`src/rtl/spi_master_param.sv`:
```
// Parametrised SPI master: DATA_W-bit words, NUM_SS selects, all CPOL/CPH modes, SCK half-period clk_div+1.
// Optional macro SPI_LSB_FIRST_EN adds the lsb_first port for LSB-first transfers.
module spi_master_param #(
  parameter int DATA_W = 8,
  parameter int DIV_W  = 8,
  parameter int NUM_SS = 1,
  parameter int SEL_W  = 1
) (
  input  logic              clk_m,
  input  logic              rst,
  input  logic              start,
  input  logic              CPOL,
  input  logic              CPH,
  input  logic [DIV_W-1:0]  clk_div,
  input  logic [SEL_W-1:0]  ss_sel,
  input  logic [DATA_W-1:0] tx_data,
`ifdef SPI_LSB_FIRST_EN
  input  logic              lsb_first,
`endif
  output logic [DATA_W-1:0] rx_data,
  output logic              busy,
  output logic              done,
  output logic              sel_err,
  output logic [NUM_SS-1:0] SS,
  output logic              SCK,
  output logic              MOSI,
  input  logic              MISO,
  output logic [1:0]        state_o
);

  localparam int BIT_W = $clog2(DATA_W) + 1;

  typedef enum logic [1:0] {
    S_IDLE  = 2'd0,
    S_LEAD  = 2'd1,
    S_XFER  = 2'd2,
    S_TRAIL = 2'd3
  } state_t;

  state_t             state_q, state_d;
  logic [DIV_W-1:0]   cnt_q, cnt_d;
  logic [DIV_W-1:0]   div_q, div_d;
  logic [BIT_W-1:0]   bit_q, bit_d;
  logic [DATA_W-1:0]  txs_q, txs_d;
  logic [DATA_W-1:0]  rxs_q, rxs_d;
  logic [DATA_W-1:0]  rx_q, rx_d;
  logic [NUM_SS-1:0]  ss_q, ss_d;
  logic               cpol_q, cpol_d;
  logic               cph_q, cph_d;
  logic               lsb_q, lsb_d;
  logic               sck_q, sck_d;
  logic               mosi_q, mosi_d;
  logic               busy_q, busy_d;
  logic               done_q, done_d;
  logic               err_q, err_d;

  logic lsb_in;
`ifdef SPI_LSB_FIRST_EN
  assign lsb_in = lsb_first;
`else
  assign lsb_in = 1'b0;
`endif

  // One SCK event every div_q+1 cycles; comparing against div_q keeps the counter in range.
  logic tick;
  logic last_bit;
  logic sel_ok;
  assign tick     = (cnt_q == div_q);
  assign last_bit = (bit_q == BIT_W'(DATA_W - 1));
  assign sel_ok   = (int'(ss_sel) < NUM_SS);

  function automatic logic out_bit(input logic [DATA_W-1:0] v, input logic lsb);
    return lsb ? v[0] : v[DATA_W-1];
  endfunction

  function automatic logic [DATA_W-1:0] tx_shift(input logic [DATA_W-1:0] v, input logic lsb);
    return lsb ? (v >> 1) : (v << 1);
  endfunction

  function automatic logic [DATA_W-1:0] rx_shift(input logic [DATA_W-1:0] v, input logic b,
                                                 input logic lsb);
    return lsb ? {b, v[DATA_W-1:1]} : {v[DATA_W-2:0], b};
  endfunction

  function automatic logic [NUM_SS-1:0] ss_decode(input logic [SEL_W-1:0] sel);
    logic [NUM_SS-1:0] v;
    v = '1;
    for (int i = 0; i < NUM_SS; i++) begin
      if (int'(sel) == i) v[i] = 1'b0;
    end
    return v;
  endfunction

  always_comb begin
    state_d = state_q;
    cnt_d   = cnt_q;
    div_d   = div_q;
    bit_d   = bit_q;
    txs_d   = txs_q;
    rxs_d   = rxs_q;
    rx_d    = rx_q;
    ss_d    = ss_q;
    cpol_d  = cpol_q;
    cph_d   = cph_q;
    lsb_d   = lsb_q;
    sck_d   = sck_q;
    mosi_d  = mosi_q;
    busy_d  = busy_q;
    done_d  = 1'b0;
    err_d   = 1'b0;

    case (state_q)
      S_IDLE: begin
        sck_d  = CPOL;
        mosi_d = 1'b0;
        busy_d = 1'b0;
        ss_d   = '1;
        if (start) begin
          if (sel_ok) begin
            state_d = S_LEAD;
            busy_d  = 1'b1;
            ss_d    = ss_decode(ss_sel);
            cpol_d  = CPOL;
            cph_d   = CPH;
            div_d   = clk_div;
            lsb_d   = lsb_in;
            cnt_d   = '0;
            bit_d   = '0;
            rxs_d   = '0;
            // CPH=0 presents the first bit before the first SCK edge.
            if (!CPH) begin
              mosi_d = out_bit(tx_data, lsb_in);
              txs_d  = tx_shift(tx_data, lsb_in);
            end else begin
              txs_d  = tx_data;
            end
          end else begin
            err_d = 1'b1;
          end
        end
      end

      S_LEAD, S_XFER: begin
        if (tick) begin
          cnt_d   = '0;
          sck_d   = ~sck_q;
          state_d = S_XFER;
          if (sck_q == cpol_q) begin
            // Leading edge: SCK leaves its idle level.
            if (cph_q) begin
              mosi_d = out_bit(txs_q, lsb_q);
              txs_d  = tx_shift(txs_q, lsb_q);
            end else begin
              rxs_d  = rx_shift(rxs_q, MISO, lsb_q);
            end
          end else begin
            bit_d = bit_q + BIT_W'(1);
            if (cph_q) begin
              rxs_d = rx_shift(rxs_q, MISO, lsb_q);
            end else if (!last_bit) begin
              mosi_d = out_bit(txs_q, lsb_q);
              txs_d  = tx_shift(txs_q, lsb_q);
            end
            if (last_bit) state_d = S_TRAIL;
          end
        end else begin
          cnt_d = cnt_q + DIV_W'(1);
        end
      end

      S_TRAIL: begin
        if (tick) begin
          cnt_d   = '0;
          state_d = S_IDLE;
          busy_d  = 1'b0;
          done_d  = 1'b1;
          ss_d    = '1;
          mosi_d  = 1'b0;
          rx_d    = rxs_q;
        end else begin
          cnt_d = cnt_q + DIV_W'(1);
        end
      end

      default: state_d = S_IDLE;
    endcase
  end

  always_ff @(posedge clk_m) begin
    if (!rst) begin
      state_q <= S_IDLE;
      cnt_q   <= '0;
      div_q   <= '0;
      bit_q   <= '0;
      txs_q   <= '0;
      rxs_q   <= '0;
      rx_q    <= '0;
      ss_q    <= '1;
      cpol_q  <= 1'b0;
      cph_q   <= 1'b0;
      lsb_q   <= 1'b0;
      sck_q   <= CPOL;
      mosi_q  <= 1'b0;
      busy_q  <= 1'b0;
      done_q  <= 1'b0;
      err_q   <= 1'b0;
    end else begin
      state_q <= state_d;
      cnt_q   <= cnt_d;
      div_q   <= div_d;
      bit_q   <= bit_d;
      txs_q   <= txs_d;
      rxs_q   <= rxs_d;
      rx_q    <= rx_d;
      ss_q    <= ss_d;
      cpol_q  <= cpol_d;
      cph_q   <= cph_d;
      lsb_q   <= lsb_d;
      sck_q   <= sck_d;
      mosi_q  <= mosi_d;
      busy_q  <= busy_d;
      done_q  <= done_d;
      err_q   <= err_d;
    end
  end

  assign rx_data = rx_q;
  assign busy    = busy_q;
  assign done    = done_q;
  assign sel_err = err_q;
  assign SS      = ss_q;
  assign SCK     = sck_q;
  assign MOSI    = mosi_q;
  assign state_o = state_q;

endmodule

```
`config.mk`:
```
export PLATFORM = sky130hd
export DESIGN_NAME = spi_master_param
export DESIGN_NICKNAME = d
export VERILOG_FILES = /design/src/rtl/spi_master_param.sv
export SDC_FILE = /design/constraint.sdc
export NUM_CORES = 1
export LEC_CHECK = 0
export CORE_MARGIN = 10
export CORE_UTILIZATION = 37
export CTS_CLUSTER_SIZE = 8
export DETAILED_ROUTE_END_ITERATION = 16
export DONT_BUFFER_PORTS = 1
export HOLD_SLACK_MARGIN = 0.1
export SYNTH_ARGS = -nofsm -noshare
export SYNTH_HDL_FRONTEND = slang
export SYNTH_SLANG_ARGS = --single-unit
```
`constraint.sdc`:
```
create_clock -name clk_m -period 4.5 [get_ports clk_m]
set_input_delay 1.125 -clock clk_m [delete_from_list [all_inputs] [get_ports clk_m]]
set_output_delay 1.125 -clock clk_m [all_outputs]
set_load 0.02 [all_outputs]
```
==> results.ini, run 1 <==
[power]
power.leakage_nw = 1.03
power_density_nw_per_um2 = 544
peakVddDrop_mv = 0.220
total_power_w = 0.00150

[sta]
drv_slew = 0
period_needed_ns = 2.91
setup_viol = 0
post-route-period-util_pct = 64.6
timing.fmax_mhz = 344
slew_headroom_pct = 27.0
tns_ns = 0
skew_ns = 0.00534
rsz0062_at_grt = false
whs_ns = 0.468
hold_viol_final = 0
tightest_slew_ns = 1.09
setup_slack_ns = 1.59

[floorplan]
core_sq_um = 6830
dieArea_sq_um = 10800
die_h_um = 104
rows = 30
start_util_pct = 38.2
io-pin-count = 39
dieWidth_um = 104

[clock_tree]
h-tree-depth = 2
cts-buffers-inserted = 5
ctsResizeCount = 0
cts_tree = yes
cts_buffer_depth = 2
clkLatencyLatePin_ns = 0.31
clk_pin_slew_ns = 0.11
clock-sinks = 54
cts-root-buf = clkbuf_8
post-cts-setup-buffer-count = 0
hold_buffers = 0

[setup_path]
cp_cell_sequence = inv_1, ha_1, inv_1, a21oi_2, a211o_1, mux2i_1
crit_buf_inv = 2
crit_family = compound AO/OA/AOI/OAI gates
crit-reg2reg-launch = state_o[1]
crit_required_ns = 4.75
path_class = flip-flop to flip-flop
path_max_fanout = 25
critPathSlowestCell = ha_1
critPathLaunchType = flip-flop
arrival_ns = 3.16
critical_path.startpoint = state_o[1]
worst_path_most_repeated_cell = inv_1
cp-end-kind = flip-flop
max_stage_delay_ns = 0.78

[logic_synthesis]
synth_edf_count = 1
synthArstFlopShare_pct = 0
synth_seq_area_share_pct = 41.8
yosys.area_share.simple_pct = 22.3
syn-num-nets = 338
synth_compound_area_share_pct = 15.4
synth-xor-area-share_pct = 4.69
synth.distinct_cells = 45
avgSynthCellArea_sq_um = 8.43
synth_fa_ha_area_share_pct = 2.39
netlist_area_sq_um = 2610
synthFlopType = dfxtp_1
synth_top_family_by_area = simple AND/OR/NAND/NOR gates
synth-seq-cells = 54
yosys-mux-area-fraction_pct = 9.20
synth_cells = 310
ys_warn_count = 0

[placed_design]
numPortBuffers = 0
gp_congestion = 0.807
pre_cts_slack_ns = 1.61
dpl.hpwl_mm = 4.24

[detailed_routing]
drt_pass1_iterations = 4
vias = 2062
route.detailed.drc = 0
via_per_inst = 5.21
ant_nets = 0
initialDrtViolationCount = 132
drt_wl_total_mm = 5.79
wl_per_cell_um = 14.6

[final_layout]
areaGrowthSynthToFinish_pct = 5.65
layout_commonest_cell = dfxtp_1
final_nets = 327
finish.utilization_pct = 40.4
antennaDiodeCount = 0
drive_above_1_share_pct = 5.33
mostFrequentLayoutCells = dfxtp_1, nand2_1, a21oi_1

[global_routing]
grt.overflow.total = 0
grt_max_degree = 35
grt_util_met2_pct = 17.1
use_met3_pct = 4.46
antenna_found_initial = 0
grtUsageMet1_pct = 13.0
grt_pass1_wl_mm = 9.80
top_usage_layer = met2
grt_util_all_layers_pct = 10.7
grt_pass1_vias = 1954

[worst_hold_path]
worstHoldStart = rxs_q[7]
hold_class = flip-flop to flip-flop

[job]
cap_viol_max_count = 0

[status]
status = complete, no violations

-- sequential cells by signal, summed over array words and instances, names as in the netlist --
register and cells:
busy 1, rxs_q 8, state_o 2, SCK 1
cpol_q 1, SS 1, done 1, cnt_q 8
div_q 8, sel_err 1, rx_data 8, cph_q 1
MOSI 1, bit_q 4, txs_q 8
-- per-layer routing --
layer | vias to the layer above | wire length (um)
met3 | 4 | 434
met2 | 44 | 2620
li1 | 1065 | -
met1 | 949 | 2690
met5 | - | 0
met4 | 0 | 48
-- worst reg2reg max path: stages, from the launching register on --
cell and delay, ns:
dfxtp_1 0.53, inv_1 0.11, ha_1 0.78, inv_1 0.24, a21oi_2 0.51, a211o_1 0.43, mux2i_1 0.24
-- power breakdown --
group | internal, W | switching, W | total [W] | leakage [nW]
sequential | 0.000540 | 0.0000726 | 0.000613 | 0.439
combinational | 0.000207 | 0.000387 | 0.000594 | 0.539
clock | 0.000116 | 0.000179 | 0.000295 | 0.0510
total | 0.000864 | 0.000638 | 0.00150 | 1.03
-- synthesized netlist by cell type, drive strengths merged (4+ instances only) --
library cell	number	share of area (%)
o21ai	13	2.5
nand3	10	1.9
dfxtp	53	41
xnor2	4	1.3
or3	8	2.1
inv	7	1.0
a21oi	33	6.5
and2	4	0.96
clkbuf	16	2.3
nor2	24	3.4
mux2i	24	9.2
xor2	10	3.4
nand2	50	7.2
a31oi	7	1.7
nor3	4	0.77
ha	5	2.4
-- final timing paths --
check / cells past startpoint / slack (ns) / endpoint
max reg2reg: 6 / 1.59 / rxs_q[5]
max: 6 / 1.59 / rxs_q[5]
min: 2 / 0.47 / rxs_q[7]
min reg2reg: 2 / 0.47 / rxs_q[7]
-- through the flow --
step / std cells / cell area, sq um
6_report: 396 / 2760
5_1_grt: 396 / 2760
4_1_cts: 396 / 2760
3_5_place_dp: 388 / 2670
3_3_place_gp: 388 / 2670
2_1_floorplan: 310 / 2610
-- layout make-up --
class                      instances  area [sq um]
clock buffer                       5          68.8
clock inverter                     3          26.3
fill                             709          4070
inverter                           8          30.0
multi-input combinational        229          1420
sequential                        54          1090
tap                               96           120
timing repair buffer               1          7.51
-- cells by family after synthesis --
family | after synthesis
compound gates | 67
xor+xnor | 14
fa+ha+maj | 5
buf+inv | 27
flops | 54
mux | 24
simple gates | 119
No activity file was read; power rests on OpenSTA's default activity.
==> inputs of run 2 (changes only) <==
- clock period: 4.5 -> 2.7 ns (I/O delays scaled with it)
==> results.ini, run 2 (synthesis results as in run 1) <==
[status]
status = complete, no violations

[final_layout]
layout_commonest_cell = dfxtp_1
areaGrowthSynthToFinish_pct = 7.38
multi_input_area_sq_um = 1420  ; unchanged
nFillCells = 721  ; +1.7%
final_area_sq_um = 2810  ; +1.6%
final_cells = 402  ; +1.5%
mostFrequentLayoutCells = dfxtp_1, nand2_1, a21oi_1
final_nets = 333  ; +1.8%
antennaDiodeCount = 0  ; unchanged
finish.utilization_pct = 41.1  ; +0.66 points
drive_above_1_share_pct = 7.19  ; +1.9 points
register_area_sq_um = 1090  ; unchanged

[setup_path]
r2r_cells = 5  ; -1
cp_cell_sequence = xor2_1, and4bb_1, a21oi_2, a211o_1, mux2i_1
r2r_slack_ns = 0.47  ; -1.12 ns
path_class = flip-flop to flip-flop
crit_required_ns = 2.95  ; -1.80 ns
critPathSlowestCell = a21oi_2
arrival_ns = 2.48  ; -0.68 ns
crit_buf_inv = 0  ; -2
crit-reg2reg-launch = cnt_q[0]
path_max_fanout = 17  ; -32%
reg2reg_to = rxs_q[1]
crit_family = compound AO/OA/AOI/OAI gates
cp-end-kind = flip-flop
critPathLaunchType = flip-flop
max_stage_delay_ns = 0.52  ; -0.26 ns

[clock_tree]
clkLatencyLatePin_ns = 0.32  ; about the same
clock-sinks = 54  ; unchanged
cts_buffer_depth = 2  ; unchanged
cts_tree = yes
ctsResizeCount = 0  ; unchanged
h-tree-depth = 2  ; unchanged
hold_buffers = 0  ; unchanged
cts-root-buf = clkbuf_8
clk_pin_slew_ns = 0.11  ; about the same
post-cts-setup-buffer-count = 0  ; unchanged
cts-buffers-inserted = 5  ; unchanged

[floorplan]
start_util_pct = 38.2  ; unchanged
core_sq_um = 6830  ; unchanged
rows = 30  ; unchanged
dieArea_sq_um = 10800  ; unchanged
dieWidth_um = 104  ; unchanged
io-pin-count = 39  ; unchanged
die_h_um = 104  ; unchanged

[power]
power.leakage_nw = 1.06  ; +2.9%
peakVddDrop_mv = 0.340  ; +55%
p_sw_w = 0.00108  ; +70%
p_sw_share_pct = 42.2  ; -0.24 points
power_frac_seq_pct = 38.8  ; -2.0 points
power_frac_clock_pct = 19.0  ; -0.7 points
p_int_w = 0.00148  ; +71%
p_comb_share_pct = 42.2  ; +2.7 points
power_density_nw_per_um2 = 914  ; +68%

[placed_design]
placed_cells = 394  ; +1.5%
place_area_sq_um = 2710  ; +1.7%
gp_congestion = 0.823  ; +2.1%
dpl.hpwl_mm = 4.38  ; +3.4%
numPortBuffers = 0  ; unchanged

[detailed_routing]
initialDrtViolationCount = 103  ; -22%
vias = 2111  ; +2.4%
drt_wl_total_mm = 5.93  ; +2.5%
wl_per_cell_um = 14.8  ; +0.92%
drt_pass1_iterations = 4  ; unchanged
route.detailed.drc = 0  ; unchanged
via_per_inst = 5.25  ; +0.85%
ant_nets = 0  ; unchanged

[global_routing]
grt_pass1_wl_mm = 10.2  ; +3.9%
grt_max_degree = 26  ; -26%
grt_pass1_vias = 2053  ; +5.1%
grt_util_all_layers_pct = 11.1  ; +0.34 points
grt.overflow.total = 0  ; unchanged
antenna_found_initial = 0  ; unchanged

[sta]
whs_ns = 0.460  ; -0.00887 ns
tightest_slew_ns = 0.609  ; -0.483 ns
rsz0062_at_grt = false
timing.fmax_mhz = 449  ; +31%
drv_slew = 0  ; unchanged
period_needed_ns = 2.23  ; -0.680 ns
hold_viol_final = 0  ; unchanged
skew_ns = 0.00710  ; +0.00175 ns
post-route-period-util_pct = 82.5  ; +18 points
slew_headroom_pct = 59.4  ; +32 points
setup_viol = 0  ; unchanged
tns_ns = 0  ; unchanged

[worst_hold_path]
hold_class = primary input to flip-flop
holdPathEnd = SS
worstHoldStart = rst
holdPathStages = 1  ; -1

[job]
cap_viol_max_count = 0  ; unchanged

-- run 2: power by group through the flow --
| stage | clock, W | combinational [W] | sequential, W |
|---|---|---|---|
| global placement | 0 | 0.00106 | 0.00101 |
| floorplan | 0 | 0.000853 | 0.00102 |
| CTS | 0.000496 | 0.00108 | 0.000996 |
| detailed placement | 0 | 0.00107 | 0.00101 |
| global route | 0.000529 | 0.00122 | 0.00101 |
| finish | 0.000487 | 0.00108 | 0.000994 |
-- run 2: stage by stage --
stage               power (W)  setup slack (ns)
floorplan             0.00187             0.512
global placement      0.00207             0.564
detailed placement    0.00208             0.504
CTS                   0.00257             0.475
global route          0.00275             0.266
finish                0.00256             0.472
-- run 2: how the worst max path moves through the flow --
| stage | from | cells after the start | to | slack (ns) |
|---|---|---|---|---|
| CTS | cnt_q[0] | 5 | rxs_q[5] | 0.47 |
| floorplan | state_o[0] | 9 | txs_q[6] | 0.51 |
| global route | cnt_q[0] | 5 | rxs_q[1] | 0.27 |
| global placement | cnt_q[0] | 5 | rxs_q[6] | 0.56 |
| finish | cnt_q[0] | 5 | rxs_q[1] | 0.47 |
| detailed placement | cnt_q[0] | 5 | rxs_q[5] | 0.50 |
-- run 2: cell type report --
type	count	share of cell area [%]
Clock inverter	3	0.937
Tap cell	96	4.28
Timing Repair Buffer	7	1.87
Clock buffer	5	2.45
Inverter	8	1.07
Sequential cell	54	38.9
Multi-Input combinational cell	229	50.5
-- run 2: per-layer routing --
| layer | up-vias | wire, um | global-route usage (%) |
|---|---|---|---|
| met5 | - | 0 | 0 |
| met4 | 0 | 77 | 3.18 |
| met3 | 7 | 431 | 4.52 |
| met2 | 41 | 2720 | 17.5 |
| met1 | 994 | 2710 | 13.4 |
| li1 | 1069 | - | - |
==> inputs of run 3 (changes only) <==
- clock period: 2.7 -> 2 ns (I/O delays scaled with it)
==> results.ini, run 3 (synthesis results as in run 1) <==
[status]
status = complete, no violations

[job]
cap_viol_max_count = 0  ; unchanged

[placed_design]
numPortBuffers = 0  ; unchanged
place_area_sq_um = 2830  ; +4.4%
gp_congestion = 0.794  ; -3.5%
dpl.hpwl_mm = 4.50  ; +2.7%

[final_layout]
layout_commonest_cell = dfxtp_1
mostFrequentLayoutCells = dfxtp_1, nand2_1, a21oi_1
antennaDiodeCount = 0  ; unchanged
nFillCells = 700  ; -2.9%
areaGrowthSynthToFinish_pct = 13.5
drive_above_1_share_pct = 13.7  ; +6.5 points
final_nets = 348  ; +4.5%
final_area_sq_um = 2970  ; +5.7%

[detailed_routing]
drt_pass1_iterations = 5  ; +1
vias = 2152  ; +1.9%
route.detailed.drc = 0  ; unchanged
wl_per_cell_um = 14.8  ; +0.12%
drt_wl_total_mm = 6.16  ; +3.9%
via_per_inst = 5.16  ; -1.7%
initialDrtViolationCount = 75  ; -27%
ant_nets = 0  ; unchanged

[global_routing]
grt_pass1_vias = 1995  ; -2.8%
grt.overflow.total = 0  ; unchanged
antenna_found_initial = 0  ; unchanged
grt_util_all_layers_pct = 11.0  ; -0.038 points
grt_max_degree = 22  ; -15%
grt_pass1_wl_mm = 10.0  ; -1.6%

[clock_tree]
cts_buffer_depth = 2  ; unchanged
clk_pin_slew_ns = 0.10  ; about the same
clkLatencyLatePin_ns = 0.31  ; about the same
clock-sinks = 54  ; unchanged
h-tree-depth = 2  ; unchanged
cts-buffers-inserted = 5  ; unchanged
cts-root-buf = clkbuf_8
cts_tree = yes

[setup_path]
r2r_cells = 6  ; +1
r2r_slack_ns = 0.11  ; -0.36 ns
path_max_fanout = 8  ; -9
arrival_ns = 2.13  ; -0.35 ns
cp_cell_sequence = ha_1, and3b_1, or3_4, a31o_4, or3_1, a21oi_1
cp-end-kind = flip-flop
crit_required_ns = 2.25  ; -0.70 ns
path_class = flip-flop to flip-flop
critPathSlowestCell = dfxtp_1
reg2reg_to = txs_q[2]
critical_path.startpoint = bit_q[0]
critPathLaunchType = flip-flop
max_stage_delay_ns = 0.35  ; -0.17 ns
crit-reg2reg-launch = bit_q[0]

[power]
power.leakage_nw = 1.14  ; +7.7%
power_density_nw_per_um2 = 1280  ; +41%
peakVddDrop_mv = 0.552  ; +62%

[sta]
hold_viol_final = 0  ; unchanged
timing.fmax_mhz = 530  ; +18%
period_needed_ns = 1.89  ; -0.342 ns
drv_slew = 0  ; unchanged
slew_headroom_pct = 68.9  ; +9.5 points
setup_viol = 0  ; unchanged
tightest_slew_ns = 0.463  ; -0.146 ns
tns_ns = 0  ; unchanged
skew_ns = 0.0113  ; +0.00422 ns
rsz0062_at_grt = false
post-route-period-util_pct = 94.3  ; +12 points

[floorplan]
io-pin-count = 39  ; unchanged
dieArea_sq_um = 10800  ; unchanged
die_h_um = 104  ; unchanged
rows = 30  ; unchanged
core_sq_um = 6830  ; unchanged
dieWidth_um = 104  ; unchanged
start_util_pct = 38.2  ; unchanged

[worst_hold_path]
holdPathEnd = SS
holdPathStages = 1  ; unchanged
worstHoldStart = rst
hold_class = primary input to flip-flop

run 3: power breakdown:
| part | internal [W] | switching [W] |
|---|---|---|
| Combinational | 0.000736 | 0.00104 |
| Sequential | 0.00122 | 0.000100 |
| Clock | 0.000330 | 0.000380 |
run 3: cell type report:
class | instances | area [sq um] | area share (%)
clock inverter | 2 | 17.5 | 0.591
sequential | 54 | 1100 | 37.0
timing repair buffer | 21 | 170 | 5.74
tap | 96 | 120 | 4.05
clock buffer | 6 | 93.8 | 3.16
multi-input combinational | 230 | 1440 | 48.5
inverter | 8 | 30.0 | 1.01
run 3: through the flow:
| step | cells | hold WS (ns) | util [%] | setup WS (ns) | power, W |
|---|---|---|---|---|---|
| floorplan | 310 | 0.438 | - | 0.00534 | 0.00255 |
| global placement | 407 | 0.447 | 41.4 | 0.115 | 0.00303 |
| detailed placement | 407 | 0.457 | 41.4 | 0.0694 | 0.00306 |
| CTS | 415 | 0.295 | 43.1 | 0.0478 | 0.00377 |
| global route | 417 | 0.298 | 43.4 | 0.00662 | 0.00409 |
| finish | 417 | 0.301 | 43.4 | 0.114 | 0.00381 |
run 3: how the worst max path moves through the flow:
stage                     slack [ns]       end
after floorplan                0.005  txs_q[6]
after global placement          0.11  txs_q[2]
after detailed placement        0.07  rxs_q[0]
after CTS                       0.05  rxs_q[0]
after global routing           0.007  txs_q[5]
final                           0.11  txs_q[2]
run 3: worst max-delay path: cells and delay by family, from the launching register on:
kind / cells / cell delay, ns
flip-flops: 1 / 0.35
AND/OR/NAND/NOR: 3 / 0.89
adder cells (fa/ha/maj): 1 / 0.21
AO/OA/AOI/OAI: 2 / 0.38
run 3: metal layers:
layer	up-vias	track usage [%]	wire, um
li1	1104	-	-
met1	999	13.6	2860
met3	7	4.71	472
met2	42	17.3	2780
met5	-	0	0
met4	0	2.68	49
run 3: what timing repair did:
item                                    4_1_cts  5_1_grt
setup buffers                                 0        1
endpoints found under the setup margin        0       14
hold buffers                                  0        0
gates resized for setup                       0        4
